$ cat config.mk
export PLATFORM = sky130hd
export DESIGN_NAME = memory_stage
export DESIGN_NICKNAME = d
export VERILOG_FILES = /design/src/rtl/memory_stage.sv
export SDC_FILE = /design/constraint.sdc
export NUM_CORES = 1
export LEC_CHECK = 0
export CAP_MARGIN = 40
export CORE_ASPECT_RATIO = 1.25
export CORE_MARGIN = 2
export CORE_UTILIZATION = 26
export DETAILED_ROUTE_END_ITERATION = 16
export PLACE_DENSITY = 0.51
export SLEW_MARGIN = 15
export SYNTH_ARGS = -nofsm -noshare
export SYNTH_HDL_FRONTEND = slang
export SYNTH_SLANG_ARGS = --single-unit
$ cat constraint.sdc
create_clock -name clk -period 2.15 [get_ports clk]
set_clock_uncertainty 0.2 [all_clocks]
set_input_delay 0.43 -clock clk [delete_from_list [all_inputs] [get_ports clk]]
set_output_delay 0.43 -clock clk [all_outputs]
set_load 0.02 [all_outputs]
$ cat src/rtl/memory_stage.sv
// rtl/memory_stage.sv - EX/MEM consumer: data-memory req/ack access and MEM/WB register
// Optional bus watchdog enabled by defining MEM_ACCESS_TIMEOUT_EN.
module memory_stage #(
  parameter int DATA_WIDTH        = 32,
  parameter int DMEM_ADDR_WIDTH   = 20,
  parameter int INSTRUCTION_WIDTH = 32,
  parameter int REG_ADDR_WIDTH    = 5,
  parameter int TIMEOUT_CYCLES    = 16
) (
  input  logic                         clk,
  input  logic                         rst,
  input  logic                         flush_in,
  input  logic                         mem_data_rd_en_in,
  input  logic                         mem_data_wr_en_in,
  input  logic [DATA_WIDTH-1:0]        mem_data_in,
  input  logic [DATA_WIDTH-1:0]        alu_data_in,
  input  logic                         reg_wr_en_in,
  input  logic [REG_ADDR_WIDTH-1:0]    reg_wr_addr_in,
  input  logic                         write_back_mux_sel_in,
  input  logic [INSTRUCTION_WIDTH-1:0] instruction_in,
  output logic                         stall_out,
  output logic                         dmem_req_out,
  output logic                         dmem_we_out,
  output logic [DMEM_ADDR_WIDTH-1:0]   dmem_addr_out,
  output logic [DATA_WIDTH-1:0]        dmem_wdata_out,
  input  logic [DATA_WIDTH-1:0]        dmem_rdata_in,
  input  logic                         dmem_ack_in,
  output logic                         reg_wr_en_out,
  output logic [REG_ADDR_WIDTH-1:0]    reg_wr_addr_out,
  output logic [DATA_WIDTH-1:0]        write_back_data_out,
  output logic [INSTRUCTION_WIDTH-1:0] instruction_out,
  output logic                         bus_error_out
);

  typedef enum logic {IDLE, ACCESS} state_t;

  state_t                         state;
  logic                           mem_op;
  logic                           timeout_hit;
  logic [DATA_WIDTH-1:0]          lat_alu;
  logic                           lat_reg_wr_en;
  logic [REG_ADDR_WIDTH-1:0]      lat_reg_wr_addr;
  logic                           lat_load_data;
  logic [INSTRUCTION_WIDTH-1:0]   lat_instr;

  // A flushed instruction never starts a bus access; write wins when both enables are set
  assign mem_op = (mem_data_rd_en_in | mem_data_wr_en_in) & ~flush_in;

`ifdef MEM_ACCESS_TIMEOUT_EN
  localparam int CNT_W = $clog2(TIMEOUT_CYCLES + 1);
  logic [CNT_W-1:0] access_cnt;
  logic             bus_error_q;

  // Watchdog fires on the last allowed ACCESS cycle when no ack has arrived
  assign timeout_hit   = (state == ACCESS) && !dmem_ack_in &&
                         (access_cnt == CNT_W'(TIMEOUT_CYCLES - 1));
  assign bus_error_out = bus_error_q;
`else
  assign timeout_hit   = 1'b0;
  assign bus_error_out = 1'b0;
`endif

  // Hold upstream while a new access is being launched or one is still outstanding
  assign stall_out = ((state == IDLE) && mem_op) ||
                     ((state == ACCESS) && !dmem_ack_in && !timeout_hit);

  // Bus sequencing and MEM/WB register
  always_ff @(posedge clk) begin
    if (rst) begin
      state               <= IDLE;
      dmem_req_out        <= 1'b0;
      dmem_we_out         <= 1'b0;
      dmem_addr_out       <= '0;
      dmem_wdata_out      <= '0;
      reg_wr_en_out       <= 1'b0;
      reg_wr_addr_out     <= '0;
      write_back_data_out <= '0;
      instruction_out     <= '0;
      lat_alu             <= '0;
      lat_reg_wr_en       <= 1'b0;
      lat_reg_wr_addr     <= '0;
      lat_load_data       <= 1'b0;
      lat_instr           <= '0;
`ifdef MEM_ACCESS_TIMEOUT_EN
      access_cnt          <= '0;
      bus_error_q         <= 1'b0;
`endif
    end else begin
      // MEM/WB defaults to a bubble; branches below overwrite it when a result retires
      reg_wr_en_out       <= 1'b0;
      reg_wr_addr_out     <= '0;
      write_back_data_out <= '0;
      instruction_out     <= '0;
`ifdef MEM_ACCESS_TIMEOUT_EN
      bus_error_q         <= 1'b0;
`endif
      case (state)
        IDLE: begin
          if (mem_op) begin
            dmem_req_out    <= 1'b1;
            dmem_we_out     <= mem_data_wr_en_in;
            dmem_addr_out   <= alu_data_in[DMEM_ADDR_WIDTH-1:0];
            dmem_wdata_out  <= mem_data_in;
            lat_alu         <= alu_data_in;
            lat_reg_wr_en   <= reg_wr_en_in;
            lat_reg_wr_addr <= reg_wr_addr_in;
            lat_load_data   <= write_back_mux_sel_in & ~mem_data_wr_en_in;
            lat_instr       <= instruction_in;
            state           <= ACCESS;
`ifdef MEM_ACCESS_TIMEOUT_EN
            access_cnt      <= '0;
`endif
          end else if (!flush_in) begin
            reg_wr_en_out       <= reg_wr_en_in;
            reg_wr_addr_out     <= reg_wr_addr_in;
            write_back_data_out <= alu_data_in;
            instruction_out     <= instruction_in;
          end
        end
        ACCESS: begin
          if (dmem_ack_in) begin
            dmem_req_out        <= 1'b0;
            dmem_we_out         <= 1'b0;
            state               <= IDLE;
            reg_wr_en_out       <= lat_reg_wr_en;
            reg_wr_addr_out     <= lat_reg_wr_addr;
            write_back_data_out <= lat_load_data ? dmem_rdata_in : lat_alu;
            instruction_out     <= lat_instr;
          end else if (timeout_hit) begin
            dmem_req_out        <= 1'b0;
            dmem_we_out         <= 1'b0;
            state               <= IDLE;
            reg_wr_addr_out     <= lat_reg_wr_addr;
            instruction_out     <= lat_instr;
`ifdef MEM_ACCESS_TIMEOUT_EN
            bus_error_q         <= 1'b1;
`endif
          end
`ifdef MEM_ACCESS_TIMEOUT_EN
          access_cnt <= access_cnt + 1'b1;
`endif
        end
        default: state <= IDLE;
      endcase
    end
  end

endmodule

==> impl_metrics.ini <==
[run]
maxCapViolCount = 0

[placement]
port_buffers = 265
dp.cells = 1308
hpwl_um = 15170
gp_congestion = 0.7264

[route]
wl_um = 23690
drc = 0
vias = 6503
avgViaCountPerCell = 4.860
final_antenna_net_count = 0
firstDrtPassIters = 4
drt_iter0_drc = 418
avgRoutedWirePerCell_um = 17.71

[worst_setup_path]
worstSetupStartpointType = register
critPathCaptureType = output port
crit_required_ps = 1520
worst_path_max_delay_cell = clkdlybuf4s50_1
critical_path.max_fanout = 3
crit_family = buffers and inverters
critPathBufInv = 1
worstSetupPathType = reg -> out
critical_path.cell_chain = clkdlybuf4s50_1
slowest_delay_ps = 620
arrival_ps = 1430

[synthesis]
yosys-top-cells-area = dfxtp_1 (51%), a21oi_1 (7.3%), nand3_1 (7.0%)
syn_area_mm2 = 0.006959
ys_seq_elements = 176
synth_seq_area_share = 0.5063
syn_avg_cell_area_um2 = 8.980
syn_nets = 916
ys_warn_count = 0
syn_inst = 775
ys_types = 28
yosysTopAreaCell = dfxtp_1
synth_top_area_frac = 0.5063

[grt]
grt_pass1_vias = 6391
use_met3 = 0.04439
grt_usage = 0.1653
grt_pass1_wl_um = 36660
met2_usage = 0.2836
grt_max_degree = 60
grt_use_met1 = 0.1997
grt_remaining_overflow = 0
top_usage_layer = met2
antenna_found_initial = 2

[finish]
n_antenna_cell = 0
fin_cells = 1338
mostFrequentLayoutCells = clkdlybuf4s50_1 (263), dfxtp_1 (176), a21oi_1 (101)
fin_nets = 1128
final_common_cell = clkdlybuf4s50_1
drive_gt1_frac = 0.1122
area_delta_synth_final_pct = 50.86

[run_status]
outcome = finished clean

[cts]
htree_num_levels = 4
cts_buffers = 17
cts_num_sinks = 176
clock_latency_ps = 430
cts_buffer_depth = 2
cts-root-buf = clkbuf_16
cts_tree = yes
clk_pin_slew_ps = 70

[floorplanning]
fp.dieH_um = 186.9
core_mm2 = 0.02618
ios = 267
dieArea_mm2 = 0.02810
rows = 66
die_w_um = 150.3
start_util = 0.2658

[power_and_ir_drop]
powerDensity_mw_per_mm2 = 747.4
irDropWorstVdd_v = 0.0005250
p_leak_nw = 3.654

[sta]
fin_crit_sh = 0.9572
rsz0062_at_grt = no
finalCriticalPeriod_ps = 2058
hold_violations = 0
setup-violations-final = 0
tightest_slew_ps = 516.5
slew_violations = 0
fmax_mhz = 485.9
whs_ps = 159.9
relSlewSlack = 0.6557
totalNegativeSetupSlack_ps = 0

[worst_hold_path]
hold_path_class = in -> reg
[sequential cells by signal, summed over array words and instances, names as in the netlist]
signal,flops
dmem_wdata_out,32
instruction_out,32
lat_instr,32
write_back_data_out,32
dmem_addr_out,19
lat_alu,13
lat_reg_wr_addr,5
reg_wr_addr_out,5
dmem_req_out,1
dmem_we_out,1
lat_load_data,1
lat_reg_wr_en,1
reg_wr_en_out,1
state,1
[metrics by stage]
stage	setup slack, ps	util	power [mW]	area (µm²)
floorplan	299.4	-	4.135	6959
global placement	-270.0	0.3787	4.755	9915
detailed placement	-274.9	0.3787	4.761	9915
CTS	11.98	0.4013	7.956	10510
global route	20.76	0.4011	8.189	10500
finish	92.03	0.4011	7.847	10500
[power by group]
group          total, mW  internal (mW)  switching [mW]  leakage (nW)
registers           3.47           3.40          0.0669          1.44
clock network       3.17           1.77            1.40         0.284
logic               1.21          0.604           0.601          1.93
[synth_stat cells]
library cell / n
dfxtp_1: 176
buf_2: 34
buf_1: 1
o22ai_1: 4
a211oi_1: 1
mux2i_1: 4
nor2_1: 68
nand3_1: 98
and2_1: 1
or2_2: 1
clkbuf_1: 24
conb_1: 1
nor4_4: 1
nand2b_1: 9
o21ai_0: 98
buf_4: 28
nor3_1: 1
o21ai_1: 2
a22oi_2: 10
nand2_1: 5
clkbuf_2: 14
a22oi_1: 56
nand4b_1: 1
mux2_2: 32
nor2_2: 1
or2_1: 1
buf_6: 2
a21oi_1: 101
[timing repair]
| action | in CTS | in global routing |
|---|---|---|
| resized for setup | 3 | 1 |
| hold buffers | 0 | 0 |
| pin swaps | 0 | 0 |
| setup buffers | 0 | 0 |
| endpoints found under the setup margin | 1 | 1 |
[layer usage]
metal	wire, µm	up-vias
li1	-	3152
met1	9865	3131
met2	11920	188
met3	1469	28
met4	422	4
met5	17	-
[path summary, 6_finish.rpt]
kind / from / to / slack [ps] / cells after the start
min: rst / instruction_out[31]$_SDFF_PP0_ / 160 / 2
max: lat_alu[19]$_SDFFE_PP0P_ / dmem_addr_out[19] / 90 / 1
min reg2reg: lat_alu[25]$_SDFFE_PP0P_ / lat_alu[25]$_SDFFE_PP0P_ / 270 / 2
max reg2reg: state$_SDFF_PP0_ / write_back_data_out[31]$_SDFF_PP0_ / 450 / 6
[cell type report]
| cell class | count | area [µm²] |
|---|---|---|
| Tap cell | 340 | 425.4 |
| Clock buffer | 18 | 439.2 |
| Timing Repair Buffer | 296 | 3069 |
| Clock inverter | 12 | 150.1 |
| Sequential cell | 176 | 3523 |
| Fill cell | 2643 | 15680 |
| Multi-Input combinational cell | 496 | 2892 |
[logic make-up after synthesis]
family	share of synthesized area
multiplexers	0.05753
flip-flops	0.5063
buffers and inverters	0.08145
AND/OR/NAND/NOR	0.1266
AO/OA/AOI/OAI	0.2276
other	0.0005389
Note: power is estimated with default switching activity, not from simulation.
